<file path="src/rtl/dma_pkg.sv">
// Shared types and AXI constants for the DMA burst writer.
package dma_pkg;

    typedef enum logic [2:0] {
        IDLE = 3'd0,
        FILL = 3'd1,
        ADDR = 3'd2,
        DATA = 3'd3,
        RESP = 3'd4,
        DONE = 3'd5
    } dma_state_e;

    localparam logic [1:0] AXI_BURST_INCR = 2'b01;
    localparam logic [1:0] AXI_RESP_OKAY  = 2'b00;

    // AXI AxSIZE encoding for a bus of data_w bits.
    function automatic logic [2:0] axi_size(input int unsigned data_w);
        logic [2:0] size;
        case (data_w)
            8:       size = 3'd0;
            16:      size = 3'd1;
            32:      size = 3'd2;
            64:      size = 3'd3;
            128:     size = 3'd4;
            256:     size = 3'd5;
            512:     size = 3'd6;
            1024:    size = 3'd7;
            default: size = 3'd3;
        endcase
        return size;
    endfunction

endpackage

</file>
<file path="src/rtl/dma_sync_fifo.sv">
// Single-clock first-word-fall-through FIFO with level output and synchronous clear.
module dma_sync_fifo #(
    parameter int unsigned WIDTH = 64,
    parameter int unsigned DEPTH = 64,
    localparam int unsigned AW   = $clog2(DEPTH)
) (
    input  logic             clk,
    input  logic             rst_n,
    input  logic             clr,
    input  logic             push,
    input  logic [WIDTH-1:0] wr_data,
    input  logic             pop,
    output logic [WIDTH-1:0] rd_data,
    output logic             full,
    output logic [AW:0]      level
);

    logic [WIDTH-1:0] mem [DEPTH];
    logic [AW-1:0]    wr_ptr;
    logic [AW-1:0]    rd_ptr;
    logic             empty;
    logic             do_push;
    logic             do_pop;

    assign full    = (level == (AW+1)'(DEPTH));
    assign empty   = (level == '0);
    // A push into a full FIFO is refused even when a pop happens the same cycle.
    assign do_push = push && !full;
    assign do_pop  = pop && !empty;
    assign rd_data = mem[rd_ptr];

    always_ff @(posedge clk) begin
        if (do_push && !clr) begin
            mem[wr_ptr] <= wr_data;
        end
    end

    always_ff @(posedge clk or negedge rst_n) begin
        if (!rst_n) begin
            wr_ptr <= '0;
            rd_ptr <= '0;
            level  <= '0;
        end else if (clr) begin
            wr_ptr <= '0;
            rd_ptr <= '0;
            level  <= '0;
        end else begin
            if (do_push) begin
                wr_ptr <= wr_ptr + 1'b1;
            end
            if (do_pop) begin
                rd_ptr <= rd_ptr + 1'b1;
            end
            case ({do_push, do_pop})
                2'b10:   level <= level + 1'b1;
                2'b01:   level <= level - 1'b1;
                default: level <= level;
            endcase
        end
    end

endmodule

</file>
<file path="src/rtl/dma_burst_writer.sv">
// Captures a free-running sample stream into a memory buffer using fixed-length AXI4 INCR write bursts,
// in one-shot or circular mode.
module dma_burst_writer
    import dma_pkg::*;
#(
    parameter int unsigned DATA_W     = 64,
    parameter int unsigned BURST_LEN  = 16,
    parameter int unsigned FIFO_DEPTH = 64,
    parameter logic [31:0] BASE_ADDR  = 32'h1000_0000,
    parameter logic [31:0] BUF_BYTES  = 32'h0010_0000
) (
    input  logic                aclk,
    input  logic                rst_ni,
    input  logic                enable_i,
    input  logic                mode_i,
    input  logic                stop_i,
    input  logic [DATA_W-1:0]   data_i,
    input  logic                data_valid_i,
    output logic [31:0]         m_axi_awaddr,
    output logic                m_axi_awvalid,
    output logic [3:0]          m_axi_awlen,
    output logic [2:0]          m_axi_awsize,
    output logic [1:0]          m_axi_awburst,
    input  logic                m_axi_awready,
    output logic [DATA_W-1:0]   m_axi_wdata,
    output logic [DATA_W/8-1:0] m_axi_wstrb,
    output logic                m_axi_wvalid,
    output logic                m_axi_wlast,
    input  logic                m_axi_wready,
    input  logic                m_axi_bvalid,
    input  logic [1:0]          m_axi_bresp,
    output logic                m_axi_bready,
    output logic                finished_o,
    output logic                engaged_o,
    output logic                overflow_o,
    output logic [15:0]         drop_cnt_o,
    output logic                bresp_err_o,
    output logic [31:0]         wr_offset_o,
    output dma_state_e          state_o
);

    localparam int unsigned LVL_W       = $clog2(FIFO_DEPTH) + 1;
    localparam logic [31:0] BURST_BYTES = 32'(BURST_LEN * DATA_W / 8);
    localparam logic [3:0]  LAST_BEAT   = 4'(BURST_LEN - 1);

    dma_state_e        state;
    logic [3:0]        beat_cnt;
    logic              circular;
    logic              stop_pending;

    logic              fifo_clr;
    logic              fifo_push;
    logic              fifo_pop;
    logic              fifo_full;
    logic [DATA_W-1:0] fifo_rdata;
    logic [LVL_W-1:0]  fifo_level;

    logic              sample_drop;
    logic              stop_req;
    logic              buf_end;
    logic [31:0]       next_offset;

    // Handshakes: a transfer happens on a rising aclk edge where valid and ready are both high;
    // a raised valid is held, with its payload stable, until that edge.
    assign sample_drop = engaged_o && data_valid_i && fifo_full;
    assign fifo_push   = engaged_o && data_valid_i && !fifo_full;
    assign fifo_pop    = m_axi_wvalid && m_axi_wready;
    assign fifo_clr    = (state == IDLE && enable_i) || (state == DONE);
    assign stop_req    = stop_i || stop_pending;
    assign next_offset = wr_offset_o + BURST_BYTES;
    assign buf_end     = (next_offset == BUF_BYTES);
    assign state_o     = state;

    assign m_axi_wdata = m_axi_wvalid ? fifo_rdata : '0;
    assign m_axi_wstrb = {(DATA_W/8){m_axi_wvalid}};

    dma_sync_fifo #(
        .WIDTH (DATA_W),
        .DEPTH (FIFO_DEPTH)
    ) u_fifo (
        .clk     (aclk),
        .rst_n   (rst_ni),
        .clr     (fifo_clr),
        .push    (fifo_push),
        .wr_data (data_i),
        .pop     (fifo_pop),
        .rd_data (fifo_rdata),
        .full    (fifo_full),
        .level   (fifo_level)
    );

    // BASE_ADDR is 4 KiB aligned and BUF_BYTES is a multiple of the burst size, so every burst
    // starts on a burst-size boundary and can never straddle a 4 KiB page.
    always_ff @(posedge aclk or negedge rst_ni) begin
        if (!rst_ni) begin
            state         <= IDLE;
            beat_cnt      <= '0;
            circular      <= 1'b0;
            stop_pending  <= 1'b0;
            m_axi_awaddr  <= '0;
            m_axi_awvalid <= 1'b0;
            m_axi_awlen   <= '0;
            m_axi_awsize  <= '0;
            m_axi_awburst <= '0;
            m_axi_wvalid  <= 1'b0;
            m_axi_wlast   <= 1'b0;
            m_axi_bready  <= 1'b0;
            finished_o    <= 1'b0;
            engaged_o     <= 1'b0;
            overflow_o    <= 1'b0;
            drop_cnt_o    <= '0;
            bresp_err_o   <= 1'b0;
            wr_offset_o   <= '0;
        end else begin
            if (sample_drop) begin
                overflow_o <= 1'b1;
                if (drop_cnt_o != 16'hFFFF) begin
                    drop_cnt_o <= drop_cnt_o + 16'd1;
                end
            end

            case (state)
                IDLE: begin
                    if (enable_i) begin
                        state        <= FILL;
                        engaged_o    <= 1'b1;
                        circular     <= mode_i;
                        stop_pending <= 1'b0;
                        wr_offset_o  <= '0;
                        drop_cnt_o   <= '0;
                        overflow_o   <= 1'b0;
                        bresp_err_o  <= 1'b0;
                    end
                end

                FILL: begin
                    if (stop_i) begin
                        state      <= DONE;
                        engaged_o  <= 1'b0;
                        finished_o <= 1'b1;
                    end else if (32'(fifo_level) >= BURST_LEN) begin
                        state         <= ADDR;
                        m_axi_awvalid <= 1'b1;
                        m_axi_awaddr  <= BASE_ADDR + wr_offset_o;
                        m_axi_awlen   <= LAST_BEAT;
                        m_axi_awsize  <= axi_size(DATA_W);
                        m_axi_awburst <= AXI_BURST_INCR;
                    end
                end

                ADDR: begin
                    if (stop_i) begin
                        stop_pending <= 1'b1;
                    end
                    if (m_axi_awready) begin
                        state         <= DATA;
                        m_axi_awvalid <= 1'b0;
                        m_axi_wvalid  <= 1'b1;
                        m_axi_wlast   <= (BURST_LEN == 1);
                        beat_cnt      <= '0;
                    end
                end

                DATA: begin
                    if (stop_i) begin
                        stop_pending <= 1'b1;
                    end
                    if (m_axi_wready) begin
                        if (beat_cnt == LAST_BEAT) begin
                            state        <= RESP;
                            m_axi_wvalid <= 1'b0;
                            m_axi_wlast  <= 1'b0;
                            m_axi_bready <= 1'b1;
                        end else begin
                            beat_cnt    <= beat_cnt + 4'd1;
                            m_axi_wlast <= ((beat_cnt + 4'd1) == LAST_BEAT);
                        end
                    end
                end

                RESP: begin
                    if (m_axi_bvalid) begin
                        m_axi_bready <= 1'b0;
                        if (m_axi_bresp != AXI_RESP_OKAY) begin
                            bresp_err_o <= 1'b1;
                        end
                        wr_offset_o <= (circular && buf_end) ? '0 : next_offset;
                        if (stop_req || (!circular && buf_end)) begin
                            state        <= DONE;
                            engaged_o    <= 1'b0;
                            finished_o   <= 1'b1;
                            stop_pending <= 1'b0;
                        end else begin
                            state <= FILL;
                        end
                    end else if (stop_i) begin
                        stop_pending <= 1'b1;
                    end
                end

                DONE: begin
                    if (!enable_i) begin
                        state      <= IDLE;
                        finished_o <= 1'b0;
                    end
                end

                default: begin
                    state <= IDLE;
                end
            endcase
        end
    end

endmodule

</file>
<file path="config.mk">
export PLATFORM = sky130hd
export DESIGN_NAME = dma_burst_writer
export DESIGN_NICKNAME = d
export VERILOG_FILES = /design/src/rtl/dma_pkg.sv /design/src/rtl/dma_sync_fifo.sv /design/src/rtl/dma_burst_writer.sv
export SDC_FILE = /design/constraint.sdc
export NUM_CORES = 2
export LEC_CHECK = 0
export ABC_AREA = 1
export BUFFER_PORTS_ARGS = -buffer_cell sky130_fd_sc_hd__buf_2
export CAP_MARGIN = 10
export CORE_MARGIN = 5
export CORE_UTILIZATION = 45
export DETAILED_ROUTE_END_ITERATION = 10
export RECOVER_POWER = 100
export SYNTH_ARGS = -nofsm -noshare
export SYNTH_HDL_FRONTEND = slang
export SYNTH_SLANG_ARGS = --single-unit
</file>
<file path="constraint.sdc">
create_clock -name aclk -period 20.7 [get_ports aclk]
set_input_delay 1.035 -clock aclk [delete_from_list [all_inputs] [get_ports aclk]]
set_output_delay 1.035 -clock aclk [all_outputs]
set_load 0.05 [all_outputs]
</file>
# Word level (Yosys, flattened, before mapping)
# Memories as Yosys holds them, arrays and structs flattened.
# Index checks and enable logic that the tools add are counted.
# totals
ramBits,4096
ff_bits,119
input_bits,75
n_memories,1
word_cells,168
out_inout_bits,172
# op_classes
reduce_logical,44
n_bitwise,1
mux,66
n_eq_ne,26
magnitude_cmp,1
add_sub_neg,8
# mem_list
name,depth,word_bits,read_ports,rd_ports_with_merged_regs,write_ports,line,text
u_fifo.mem,64,64,1,0,1,dma_sync_fifo.sv:18,logic [WIDTH-1:0] mem [DEPTH];
# ops
cell,n
$mux W32,3
$mux W16,4
$mux W64,1
$pmux W32 S2,1
$add A29 B32 Y32 const A,1
$add A32 B8 Y32 const B,1
$eq A32 B21 Y1 const B,1
$mux W1,29
$mux W3,9
$mux W6,4
$ne A2 B2 Y1 const B,12
$reduce_and A4 Y1,5
$pmux W3 S6,1
$add A16 B1 Y16 const B,1
$ne A16 B16 Y1 const B,1
$pmux W7 S2,1
$reduce_bool A2 Y1,7
$add A6 B1 Y6 const B,2
$mux W4,3
$reduce_and A3 Y1,4
$reduce_bool A3 Y1,4
$logic_and A1 B1 Y1,10
$pmux W1 S2,5
$reduce_and A5 Y1,2
other kinds (23),34

# Longest topological paths before layout
# logic_depth
word_depth,7
ltp_mapped,18
ltp_nobuf,18

# Modules after synthesis
# From an unflattened synthesis, not the netlist that was laid out.
# hier_totals
cells_unflattened,15549
hier_area_um2,172968.4
# modules_own_cells
module,seq_area_each_um2,area_per_inst_um2,n_inst,cells_per_inst
dma_sync_fifo,123473.4,167783.4,1,14784
dma_burst_writer,2102.0,5185.0,1,765

# Worst setup path before layout
# Ideal clock, no wire load.
# synth_path
path_type,input to register
from,input data_valid_i
to,"memory u_fifo.mem[32][0], enable pin"
t_arrival_ns,7.963
setup_ns,0.646
t_required_ns,20.054
cell_stages,6
path_slack_ns,12.091
n_path_buf,0
path_cell_list,nand2_1 -> inv_1 -> nand2_1 -> nor2_2 -> nand4_1 -> nor4_1
# synth_between
elab_chain_len,6
# synth_lines
element,line,text
start: declaration,dma_burst_writer.sv:18,"input logic data_valid_i,"
$logic_and A1 B1 Y1 (2 in a row),dma_burst_writer.sv:66,assign fifo_push = engaged_o && data_valid_i && !fifo_full;
$logic_and A1 B1 Y1,dma_sync_fifo.sv:28,assign do_push = push && !full;
$logic_and A1 B1 Y1,dma_sync_fifo.sv:33,if (do_push && !clr) begin
$mux W1,dma_sync_fifo.sv:33,
$mux W1 (not written as such),dma_sync_fifo.sv:34,mem[wr_ptr] <= wr_data;
end: declaration,dma_sync_fifo.sv:18,
# Every way passes these cells.

# Final worst setup path
# layout_path
from,register u_fifo.rd_ptr[1]
to,output m_axi_wdata[38]
# layout_between
elab_chain_len,2
# layout_lines
element,line,text
start: declaration,dma_sync_fifo.sv:20,logic [AW-1:0] rd_ptr;
start signal: assignment,dma_sync_fifo.sv:52,rd_ptr <= rd_ptr + 1'b1;
$mem_v2 Z64 W64,-,
$mux W64,dma_burst_writer.sv:74,assign m_axi_wdata = m_axi_wvalid ? fifo_rdata : '0;
end: declaration,dma_burst_writer.sv:25,"output logic [DATA_W-1:0] m_axi_wdata,"
# Every way passes these cells.

==> results.md <==
- Status: finished with violations
- Violated checks: max-capacitance violations, max-slew violations
- Largest net degree at the start of global routing: between 300 and 400
- HP Start: mode_i
- Nets@finish: 12.2k
- R2r startpoint: state_o[0]$_DFFE_PN0P_
- Hold Crit Class: input port to register
- Most common cell on crit path: clkbuf_1
- Total grt overflow: 0
- Commonest non-fill, non-tap cell in the layout: edfxtp_1
- Placement Cell Area: between 0.15 and 0.2 mm^2
- DRT Wirelength: 562,000 um
- CTS Sinks: 4,199
- CP Max Fanout: 87
- Clk_lat worst skew: about 0.99 ns
- Setup_tns: 0 ns
- H-Tree Depth: 5
- DRT Pass-1 Iters: 7
- RSZ-0062 raised after global routing: false
- Number of global-route vias before repair: around 100k
- Clock tree root driver cell: clkbuf_16
- Post-synth EDFFs: approximately 4.1k
- Die W: just over 600 um
- All-Layer GR Usage: 0.290
- Clock Tree Buf Depth: 4
- Detail-routed via count per cell: ~6.4
- Endpoint type of the worst setup path: primary output
- Final Cycle Share: 0.743
- Drc violations: 0
- Crit path max-delay cell type: clkbuf_1
- Seq/Total Area, Yosys: 0.765
- Post-DP HPWL: around 280,000 um
- Yosys reg bits: around 4.2k
- Max frequency: about 65 MHz
- Total I/O pin count: between 200 and 250
- Max Cap Viol: around 260
- Starting Density: 0.453
- CTS resizes: 0
- Share of layout cells above drive strength 1: 0.0618
- Max VDD drop: 0.126 mV
- Synth-to-layout area growth: 11.2%
- # setup viols final: 0
- Gp weighted congestion: ~0.84
- # rows: approximately 220
- Slew @ Worst Pin: 8.63 ns
- Main synth FF type: edfxtp_1
- DRT iter0 DRCs: about 18k
- # port buffers: 230
- DR vias: ~110k
- Post-synthesis cell area: roughly 0.16 mm^2
- Leakage: 57.1 nW
- CTS clock-pin slew for the worst setup and hold paths: 0.06 ns
- Startpoint Class: register
- Warnings, synthesis: 0
- Worst setup startpoint: u_fifo.rd_ptr[1]$_DFFE_PN0P_
- CP required: around 20 ns
- Critical path cell sequence: clkbuf_1 > clkbuf_1 > clkbuf_1 > buf_4 > o21ai_0 > o22ai_1 > a21oi_1 > nand3_1 > nand3_1 > a21oi_1 > buf_2
- Post-Syn Instances: around 12k
- Most frequent cells in the layout: edfxtp_1 (4,096), nor2_1 (2,165), o21ai_0 (2,105)
- Arr. time, crit path: 14.35 ns
- Core area: 0.363 mm^2
- Final Hold Violating Endpoints: 0
- Post-layout total power: about 21 mW
- Slew HR: -4.75
- Post-CTS Hold Fix Bufs: 0
- Share of flip-flops with an asynchronous set or reset: 0.0245
- Inserted Clock Buffers: 419
- Crit path kind: register to primary output
- WL/cell: between 30 and 40 um
- CTS tree: built
- Yosys cell types: between 40 and 50
- First-pass GRT wire length: ~780,000 um
- Slew Viols, Final: ~9.4k
- Antenna violations before repair: between 60 and 70
- Avg Inst Size Synth: between 10 and 15 um^2
- Setup bufs post-CTS: 0
- Final instance area: 0.183 mm^2
- Die Footprint: between 0.3 and 0.4 mm^2
- Max stage delay on crit path: about 2.9 ns
- Layout Skew: 0.0881 ns
- Die H: between 600 and 700 um
- Minimum clock period: 15.39 ns
- Pwr per Cell Area: ~120 mW/mm^2
- Flop2flop setup slack: a little under 10 ns
- Post-route ant nets: 0
==> Yosys cell counts, types with 8 or more instances <==
cell type / number / area (um^2)
inv_1: 97 / 364
nand2_2: 8 / 50.1
nor2_1: 2172 / 8150
a21oi_1: 279 / 1400
o221ai_1: 387 / 3390
buf_4: 44 / 330
buf_1: 23 / 86.3
o22ai_1: 652 / 4080
xor2_1: 11 / 96.3
nor3_1: 17 / 85.1
edfxtp_1: 4096 / 123000
nand4_1: 80 / 500
ha_1: 12 / 150
o21ai_1: 26 / 130
nand2_1: 494 / 1850
buf_2: 212 / 1060
o21ai_0: 2105 / 10500
o211ai_1: 125 / 938
buf_6: 10 / 113
clkbuf_1: 627 / 2350
nand3_1: 498 / 2490
dfrtp_1: 103 / 2580
==> power by group <==
group	switching (mW)	total [mW]	internal [mW]
Combinational	3.24	4.33	1.09
Clock	3.25	7.59	4.35
Sequential	0.0822	9.52	9.44
==> worst max-delay path: cells and delay by family, from the launching register on <==
kind / cells / cell delay [ns]
and+or+nand+nor: 2 / 0.26
AOI/OAI and AO/OA: 4 / 1.40
DFF: 1 / 2.74
buffers and inverters: 5 / 8.78
==> flip-flops by register name, indices dropped and copies added, names as in the netlist, 4 cells and up <==
name	cells
u_fifo.wr_ptr	6
u_fifo.mem	4096
m_axi_awaddr	25
u_fifo.level	7
drop_cnt_o	16
u_fifo.rd_ptr	6
wr_offset_o	25
beat_cnt	4
==> layer usage <==
metal	vias to the layer above	global-route usage	routed length, um
met5	-	0	226
li1	46000	-	-
met3	1298	0.0587	68900
met2	7592	0.446	251000
met4	32	0.132	29200
met1	56400	0.400	213000
==> metrics by stage <==
| step | utilization | worst slack, ns | std cells | hold slack, ns |
|---|---|---|---|---|
| 3_5_place_dp | 0.469 | 11.61 | 16500 | 0.461 |
| 4_1_cts | 0.506 | 10.63 | 17300 | 0.00749 |
| 2_1_floorplan | - | 12.09 | 12100 | 0.471 |
| 5_1_grt | 0.503 | 5.24 | 17300 | 0.309 |
| 3_3_place_gp | 0.469 | 11.70 | 16500 | 0.459 |
| 6_report | 0.503 | 5.31 | 17400 | 0.305 |
==> cell type report <==
cell class	count	area (um^2)
flip-flops and latches	4199	126000
multi-input cells	6928	34400
clock inverters	265	2540
repair buffers	490	2380
clock buffers	510	11000
fillers	30500	180000
diodes	59	148
inverters	106	468
well taps	4794	6000
==> cells by family after synthesis <==
group / after synthesis / share of synthesized area
AO/OA/AOI/OAI: 3585 / 0.125
AND/OR/NAND/NOR: 3295 / 0.0813
other: 1 / 0.0000228
adder cells (fa/ha/maj): 13 / 0.00104
XOR/XNOR: 19 / 0.00106
buffers and inverters: 1022 / 0.0265
flip-flops: 4199 / 0.765
==> worst paths after layout <==
check	end	cells after the start
hold reg to reg	finished_o$_DFFE_PN0P_	2
setup reg to reg	u_fifo.mem[57][36]$_DFFE_PP_	10
min in group asynchronous	m_axi_awaddr[21]$_DFFE_PN0P_	1
hold / removal	circular$_DFFE_PN0P_	3
setup / recovery	m_axi_wdata[38]	11
max in group asynchronous	u_fifo.rd_ptr[0]$_DFFE_PN0P_	2
Note: power is estimated with default switching activity, not from simulation.
